==> src/rtl/mips_rf_pkg.sv <==
// Shared register-file write types and constants for the writeback arbiter.
// The FIFO payload is the rf_wr_t struct; widths must match the arbiter's ADDR_W/DATA_W.
package mips_rf_pkg;

   localparam int NUM_REGS  = 32;
   localparam int RF_ADDR_W = 5;
   localparam int RF_DATA_W = 32;

   localparam logic [RF_ADDR_W-1:0] REG_ZERO = 5'd0;

   typedef struct packed {
      logic [RF_ADDR_W-1:0] adrs;
      logic [RF_DATA_W-1:0] data;
   } rf_wr_t;

   function automatic logic [NUM_REGS-1:0] reg_onehot(input logic [RF_ADDR_W-1:0] adrs);
      return NUM_REGS'(1) << adrs;
   endfunction

endpackage

==> src/rtl/rf_wb_fifo.sv <==
// Generic count-based FIFO; push lands in storage at the edge, head readable next cycle.
// Backpressure: full from the registered count, so a pop never frees a slot in the same cycle.
module rf_wb_fifo #(
   parameter int DEPTH = 4,
   parameter int W     = 37
) (
   input  logic                     clk,
   input  logic                     reset_n,
   input  logic                     push_vld,
   input  logic [W-1:0]             push_dat,
   input  logic                     pop_rdy,
   output logic [W-1:0]             head_dat,
   output logic                     full,
   output logic                     empty,
   output logic [$clog2(DEPTH):0]   count
);

   localparam int PTR_W = $clog2(DEPTH);
   localparam int CNT_W = PTR_W + 1;

   logic [PTR_W-1:0] wr_ptr_q, wr_ptr_d;
   logic [PTR_W-1:0] rd_ptr_q, rd_ptr_d;
   logic [CNT_W-1:0] count_q, count_d;
   logic [W-1:0]     mem_q [DEPTH];
   logic             push_ok;
   logic             pop_ok;

   assign full     = (count_q == CNT_W'(DEPTH));
   assign empty    = (count_q == '0);
   assign count    = count_q;
   assign head_dat = mem_q[rd_ptr_q];

   assign push_ok = push_vld && !full;
   assign pop_ok  = pop_rdy && !empty;

   // DEPTH is a power of two, so pointer increments wrap on their own.
   always_comb begin
      wr_ptr_d = wr_ptr_q + PTR_W'(push_ok);
      rd_ptr_d = rd_ptr_q + PTR_W'(pop_ok);
      count_d  = count_q + CNT_W'(push_ok) - CNT_W'(pop_ok);
   end

   always_ff @(posedge clk or negedge reset_n) begin
      if (!reset_n) begin
         wr_ptr_q <= '0;
         rd_ptr_q <= '0;
         count_q  <= '0;
      end else begin
         wr_ptr_q <= wr_ptr_d;
         rd_ptr_q <= rd_ptr_d;
         count_q  <= count_d;
      end
   end

   always_ff @(posedge clk) begin
      if (push_ok) begin
         mem_q[wr_ptr_q] <= push_dat;
      end
   end

endmodule

==> src/rtl/regfile_write_arbiter.sv <==
// Sole register-file writer: pipeline writes pass through combinationally, long-latency results drain from a FIFO (>=1 cycle).
// Backpressure: lu_ready drops when the FIFO is full; the pipeline is never stalled and always wins the port.
module regfile_write_arbiter
   import mips_rf_pkg::*;
#(
   parameter int DEPTH  = 4,
   parameter int ADDR_W = RF_ADDR_W,
   parameter int DATA_W = RF_DATA_W
) (
   input  logic                 clk,
   input  logic                 reset_n,
   input  logic                 pipe_we,
   input  logic [ADDR_W-1:0]    pipe_adrs,
   input  logic [DATA_W-1:0]    pipe_data,
   input  logic                 lu_issue,
   input  logic [ADDR_W-1:0]    lu_issue_adrs,
   input  logic                 lu_valid,
   input  logic [ADDR_W-1:0]    lu_adrs,
   input  logic [DATA_W-1:0]    lu_data,
   output logic                 lu_ready,
   output logic                 rf_we,
   output logic [ADDR_W-1:0]    rf_w_adrs,
   output logic [DATA_W-1:0]    rf_w_data,
   output logic [NUM_REGS-1:0]  pending_mask,
   output logic                 proto_err
);

   rf_wr_t                  push_dat;
   rf_wr_t                  head_dat;
   logic                    fifo_full;
   logic                    fifo_empty;
   logic [$clog2(DEPTH):0]  fifo_count;
   logic                    pipe_act;
   logic                    port_free;
   logic                    drain;
   logic                    push_vld;

   logic [NUM_REGS-1:0]     pending_q, pending_d;
   logic                    proto_err_q, proto_err_d;
   logic [NUM_REGS-1:0]     set_mask;
   logic [NUM_REGS-1:0]     clr_mask;
   logic                    issue_err;
   logic                    pipe_err;
   logic                    lu_err;

   // Gating with reset_n keeps the write port quiet while reset is held.
   assign pipe_act  = reset_n && pipe_we && (pipe_adrs != REG_ZERO);
   assign port_free = !pipe_act;
   assign drain     = port_free && !fifo_empty;

   assign lu_ready  = !fifo_full;
   // r0 results complete the handshake but are never stored.
   assign push_vld  = lu_valid && (lu_adrs != REG_ZERO);
   assign push_dat  = '{adrs: lu_adrs, data: lu_data};

   rf_wb_fifo #(
      .DEPTH (DEPTH),
      .W     ($bits(rf_wr_t))
   ) u_fifo (
      .clk      (clk),
      .reset_n  (reset_n),
      .push_vld (push_vld),
      .push_dat (push_dat),
      .pop_rdy  (port_free),
      .head_dat (head_dat),
      .full     (fifo_full),
      .empty    (fifo_empty),
      .count    (fifo_count)
   );

   always_comb begin
      rf_we     = 1'b0;
      rf_w_adrs = '0;
      rf_w_data = '0;
      if (pipe_act) begin
         rf_we     = 1'b1;
         rf_w_adrs = pipe_adrs;
         rf_w_data = pipe_data;
      end else if (drain) begin
         rf_we     = 1'b1;
         rf_w_adrs = head_dat.adrs;
         rf_w_data = head_dat.data;
      end
   end

   always_comb begin
      set_mask = '0;
      clr_mask = '0;
      if (lu_issue && (lu_issue_adrs != REG_ZERO)) begin
         set_mask = reg_onehot(lu_issue_adrs);
      end
      if (drain) begin
         clr_mask = reg_onehot(head_dat.adrs);
      end
      // Set applied after clear so a same-cycle reissue keeps the bit.
      pending_d = (pending_q & ~clr_mask) | set_mask;
   end

   always_comb begin
      issue_err   = |(set_mask & pending_q & ~clr_mask);
      pipe_err    = pipe_act && pending_q[pipe_adrs];
      lu_err      = lu_valid && !pending_q[lu_adrs];
      proto_err_d = proto_err_q || issue_err || pipe_err || lu_err;
   end

   always_ff @(posedge clk or negedge reset_n) begin
      if (!reset_n) begin
         pending_q   <= '0;
         proto_err_q <= 1'b0;
      end else begin
         pending_q   <= pending_d;
         proto_err_q <= proto_err_d;
      end
   end

   assign pending_mask = pending_q;
   assign proto_err    = proto_err_q;

endmodule
==> config.mk <==
export PLATFORM = sky130hd
export DESIGN_NAME = regfile_write_arbiter
export DESIGN_NICKNAME = d
export VERILOG_FILES = /design/src/rtl/mips_rf_pkg.sv /design/src/rtl/rf_wb_fifo.sv /design/src/rtl/regfile_write_arbiter.sv
export SDC_FILE = /design/constraint.sdc
export NUM_CORES = 1
export LEC_CHECK = 0
export ABC_AREA = 1
export CORE_ASPECT_RATIO = 1.25
export CORE_MARGIN = 3
export CORE_UTILIZATION = 55
export CTS_BUF_LIST = sky130_fd_sc_hd__clkbuf_4
export CTS_CLUSTER_SIZE = 30
export DETAILED_ROUTE_END_ITERATION = 7
export DONT_BUFFER_PORTS = 1
export HOLD_SLACK_MARGIN = 0.08
export MAX_ROUTING_LAYER = met4
export PLACE_DENSITY = 0.74
export SLEW_MARGIN = 20
export SYNTH_ARGS = -nofsm -noshare
export SYNTH_HDL_FRONTEND = slang
export SYNTH_SLANG_ARGS = --single-unit
==> constraint.sdc <==
create_clock -name clk -period 4.3 [get_ports clk]
set_input_delay 0.43 -clock clk [delete_from_list [all_inputs] [get_ports clk]]
set_output_delay 0.43 -clock clk [all_outputs]
set_load 0.005 [all_outputs]
# ---- Yosys cells after proc, flatten, opt, wreduce, memory -nomap -nowiden
# Memory sizes are Yosys's and may differ from the RTL's.
# Cells that the tools add are included.
# Widths: inputs -> output; s select.
dict set report word_totals {
  ramBits 148
  rom_bits 0
  memories 1
  wordCells 54
  latchBits 0
  output_inout_bits 72
  regBits 40
  inputBits 84
}
# name words word_bits read_ports rd_ports_with_merged_regs wr line
set mem_list {}
lappend mem_list {u_fifo.mem_q 4 37 1 0 1 rf_wb_fifo.sv:24} ;# logic [W-1:0] mem_q [DEPTH];
dict set report op_classes {
  addsub 4
  n_mux 14
  div_mod_pow 0
  magnitude_cmp 2
  reduce_logical 20
  eq_ne 1
  mul 0
  bitwise 5
  n_shift 2
}
# operator count
set ops {}
lappend ops {{$mux 32} 4}
lappend ops {{$and 32x32->32} 3}
lappend ops {{$shl 1x5->32 const A} 2}
lappend ops {{$not 32->32} 1}
lappend ops {{$or 32x32->32} 1}
lappend ops {{$reduce_or 32->1} 1}
lappend ops {{$reduce_bool 5->1} 3}
lappend ops {{$lt 5x6->1 const B} 2}
lappend ops {{$bmux 1 s5} 2}
lappend ops {{$mux 5} 2}
lappend ops {{$logic_and 1x1->1} 8}
lappend ops {{$mux 1} 6}
lappend ops {{$add 2x1->2} 2}
lappend ops {{$logic_not 1->1} 4}
lappend ops {{$add 3x1->3} 1}
lappend ops {{$eq 3x3->1 const B} 1}
lappend ops {{$logic_not 3->1} 1}
lappend ops {{$logic_or 1x1->1} 3}
lappend ops {{$sub 3x1->3} 1}

# ---- Logic depth before layout (Yosys ltp)
dict set report logic_depth {
  word_depth 11
  mapped_depth 15
  depth_no_buf 14
}

# ---- Cells and area by module
# Synthesis repeated with hierarchy kept, for this count alone.
dict set report hier_totals {
  cells_unflattened 1011
  area_unflattened_um2 9337.7
}
# mod area_each_um2 cells_each seq_area_each_um2 n_inst
set by_module_without_submodules {}
lappend by_module_without_submodules {rf_wb_fifo 5990.7 442 4619.4 1}
lappend by_module_without_submodules {regfile_write_arbiter 3347.0 569 825.8 1}

# ---- Worst setup path after synthesis
# Ideal clock, no wire load.
dict set report synth_timing {
  kind {input -> register}
  startpoint {input port lu_adrs[1]}
  endpoint {memory u_fifo.mem_q[0][0] (enable)}
  n_path_buf 1
  setup_ns 0.477
  slack_ns 0.286
  arrival_time_ns 3.537
  t_required_ns 3.823
  path_stages 5
  cell_sequence {clkbuf_1 -> nor3_1 -> nand3_1 -> nand3_1 -> nor3_1}
}
dict set report synth_between {
  elab_chain_cells 5
}
# element line
set synth_lines {}
lappend synth_lines {{from (decl)} regfile_write_arbiter.sv:18} ;# input logic [ADDR_W-1:0] lu_adrs,
lappend synth_lines {{$reduce_bool 5->1} regfile_write_arbiter.sv:53} ;# assign push_vld = lu_valid && (lu_adrs != REG_ZERO);
lappend synth_lines {{$logic_and 1x1->1} regfile_write_arbiter.sv:53}
lappend synth_lines {{$logic_and 1x1->1} rf_wb_fifo.sv:33} ;# assign push_ok = push_vld && !full;
lappend synth_lines {{$mux 1} rf_wb_fifo.sv:56} ;# if (push_ok) begin
lappend synth_lines {{$mux 1 (implied by the code)} rf_wb_fifo.sv:57} ;# mem_q[wr_ptr_q] <= push_dat;
lappend synth_lines {{to (decl)} rf_wb_fifo.sv:24}
# Every way passes these cells.

# ---- Worst setup path after layout
dict set report layout_timing {
  startpoint {register u_fifo.rd_ptr_q[0]}
  endpoint {output port rf_w_adrs[3]}
}
dict set report layout_between {
  elab_chain_cells 3
}
# element line
set layout_lines {}
lappend layout_lines {{from (decl)} rf_wb_fifo.sv:22} ;# logic [PTR_W-1:0] rd_ptr_q, rd_ptr_d;
lappend layout_lines {{from (signal assigned)} rf_wb_fifo.sv:50} ;# rd_ptr_q <= rd_ptr_d;
lappend layout_lines {{$mem_v2 4x37} -}
lappend layout_lines {{$mux 5} regfile_write_arbiter.sv:79} ;# end else if (drain) begin
lappend layout_lines {{$mux 5} regfile_write_arbiter.sv:75} ;# if (pipe_act) begin
lappend layout_lines {{to (decl)} regfile_write_arbiter.sv:22} ;# output logic [ADDR_W-1:0] rf_w_adrs,
# Every way passes these cells.

==> impl_metrics.json <==
{
  "syn-num-nets": 1063,
  "layout.nets": 1087,
  "finalHoldViolations": 0,
  "synth-seq-cells": 188,
  "cts-buffers-inserted": 17,
  "floorplan.rows": 52,
  "path_class": "flip-flop to output pin",
  "clk_latency_ns": 0.58,
  "post_cts_buffers": 0,
  "setup_viol": 0,
  "fin_area_mm2": 0.0101,
  "dr.pass1.iters": 8,
  "portBuffers": 0,
  "syn2layout_area_growth_pct": 8.93,
  "viasPerCell": 5.86,
  "critPathLaunchType": "flip-flop",
  "start_util_pct": 56.7,
  "track_usage_pct": 27.3,
  "cp.arrival_ns": 2.92,
  "grt_pass1_vias": 6782,
  "fmax_mhz": 299,
  "synth_area_mm2": 0.00929,
  "max_stage_delay_ns": 0.77,
  "wl_per_cell_um": 19.8,
  "outcome": "completed",
  "maxSlewViolCount": 0,
  "post-synth-top-area-cell": "edfxtp_1",
  "place_congestion": 1.03,
  "routed_wl_mm": 24.3,
  "syn_inst": 974,
  "grt_max_degree": 112,
  "via_count": 7193,
  "ios": 156,
  "end_kind": "output pin",
  "hpwlAfterDp_mm": 16.5,
  "fp.dieW_um": 122,
  "global_route.overflow_total": 0,
  "htree_levels": 4,
  "tritoncts": "built",
  "critPathRequiredTime_ns": 3.87,
  "die-area_mm2": 0.0185,
  "dr.first_iter.drc_count": 684,
  "clock_skew_ns": 0.0285,
  "ir_worst_vdd_uv": 349,
  "ys_top_cells_by_area": "edfxtp_1 48%, nand2_1 11%, dfrtp_1 11%",
  "slowest_stage": "buf_4",
  "fillCellCount": 1382,
  "crit_family": "buffers and inverters",
  "rsz0062_at_grt": "no",
  "cts_max_path_buffers": 2,
  "ys_seq_area_share_pct": 58.6,
  "cts_root_buf": "clkbuf_4",
  "path_buf_inv": 2,
  "cts_sinks": 188,
  "drc_errors": 0,
  "antenna_found_initial": 1,
  "postSynthAreaPerCell_um2": 9.54,
  "core_area_mm2": 0.0164,
  "final_layout_size_suffix_gt1_share_pct": 7.91,
  "cts.clk_slew.worst_paths_ns": 0.15,
  "fin_crit_sh_pct": 77.8,
  "min_path_type": "input pin to flip-flop",
  "place_area_mm2": 0.00940,
  "worst_slew_pin_slew_ns": 1.01,
  "die_h_um": 151,
  "fin_crit_ns": 3.35,
  "crit_fanout": 111,
  "grt_first_pass_wirelength_mm": 36.6,
  "crit_chain": "buf_4 > nand2_1 > o21ai_0 > nand2_1 > nand2_4 > inv_2 > o21ai_0",
  "netlist-cell-type-count": 38,
  "tns_ns": 0,
  "final_antenna_net_count": 0,
  "leakage_uw": 0.00406,
  "maxSlewHeadroom_pct": 32.9,
  "synth_top_area_share_pct": 47.8,
  "p_per_area_mw_per_mm2": 603,
  "yosys_warnings": 0,
  "maxCapViolCount": 0
}
## worst min-delay path, stage by stage
cell,delay (ns)
nand2_1,0.04
nor2_1,0.08
nand2_1,0.08
nand2_1,0.05
## layout make-up
cell class	instances	area, um^2	share of cell area [%]
antenna	1	2.50	0.0247
clock buffer	18	135	1.33
clock inverter	14	131	1.30
inverter	110	414	4.09
multi-input combinational	629	3200	31.7
sequential	188	5450	53.8
tap	216	270	2.67
timing repair buffer	52	518	5.12
## sequential cells by signal, summed over array words and instances (netlist names)
| signal | flops |
|---|---|
| u_fifo.mem_q | 148 |
| proto_err | 1 |
| u_fifo.rd_ptr_q | 2 |
| u_fifo.count | 3 |
| pending_mask | 32 |
| u_fifo.wr_ptr_q | 2 |
## cells by family after synthesis
kind of cell	after synthesis	share of synthesized area, %
adders and majority gates	5	0.754
AOI/OAI and AO/OA	146	10.1
buffers and inverters	157	7.14
xor gates and xnor gates	3	0.283
DFF	188	58.6
and+or+nand+nor	475	23.1
## routing by layer
metal / GRT usage, % / vias to the layer above / wire length [um]
li1: - / 3378 / -
met1: 30.2 / 3363 / 8980
met2: 44.5 / 366 / 12100
met3: 7.55 / 86 / 1920
met4: 15.8 / 0 / 1350
met5: - / - / 0
## through the flow
step	std cells	hold WS, ns	setup WS, ns	total power (uW)	utilization, %
4_1_cts	1227	0.0851	0.951	6110	61.7
6_report	1228	0.141	0.954	6100	61.7
3_5_place_dp	1151	0.136	1.39	5180	57.3
2_1_floorplan	974	0.134	0.286	4620	-
5_1_grt	1228	0.0934	0.691	6510	61.7
3_3_place_gp	1151	0.136	1.42	5130	57.3
## Yosys cell counts, drive strengths merged
library cell and count:
a21o 1, a21oi 40, a31oi 1, a32o 32
and3 1, buf 27, clkbuf 20, clkinv 2
dfrtp 40, edfxtp 148, fa 1, ha 4
inv 108, nand2 278, nand3 115, nand3b 2
nand4 6, nor2 59, nor3 12, nor3b 1
nor4 1, o211ai 17, o21ai 52, o22ai 3
xor2 3
## layout by cell type (no fill, tap or decap), drive strengths merged
| cell | synthesis | routed |
|---|---|---|
| a21o | 1 | 1 |
| a21oi | 40 | 40 |
| a31oi | 1 | 1 |
| a32o | 32 | 32 |
| and3 | 1 | 1 |
| buf | 27 | 9 |
| clkbuf | 20 | 18 |
| clkinv | 2 | 9 |
| clkinvlp | 0 | 1 |
| dfrtp | 40 | 40 |
| diode | 0 | 1 |
| dlygate4sd3 | 0 | 43 |
| edfxtp | 148 | 148 |
| fa | 1 | 1 |
| ha | 4 | 4 |
| inv | 108 | 114 |
| nand2 | 278 | 278 |
| nand3 | 115 | 115 |
| nand3b | 2 | 2 |
| nand4 | 6 | 6 |
| nor2 | 59 | 59 |
| nor3 | 12 | 12 |
| nor3b | 1 | 1 |
| nor4 | 1 | 1 |
| o211ai | 17 | 17 |
| o21ai | 52 | 52 |
| o22ai | 3 | 3 |
| xor2 | 3 | 3 |
## final timing paths
kind                                               from                            to  slack, ns  cells past startpoint
setup / recovery           u_fifo.rd_ptr_q[0]$_DFF_PN0_                  rf_w_adrs[3]       0.95                      7
hold reg to reg               pending_mask[9]$_DFF_PN0_     pending_mask[9]$_DFF_PN0_       0.55                      2
setup reg to reg           u_fifo.rd_ptr_q[0]$_DFF_PN0_           proto_err$_DFF_PN0_       1.30                     12
max in group asynchronous                       reset_n  u_fifo.rd_ptr_q[0]$_DFF_PN0_       3.75                      2
min in group asynchronous                       reset_n    pending_mask[10]$_DFF_PN0_       0.30                      2
hold / removal                         lu_issue_adrs[2]    pending_mask[28]$_DFF_PN0_       0.14                      4
## where the power goes
part	total, uW	internal [uW]	switching, uW
registers	2790	2440	344
clock network	897	259	638
logic	2420	744	1680
## what timing repair did
action                                 4_1_cts  5_1_grt
hold buffers                                44        0
endpoints found under the hold margin      203        0
gates resized for setup                      0        0
No activity file was read; power rests on OpenSTA's default activity.
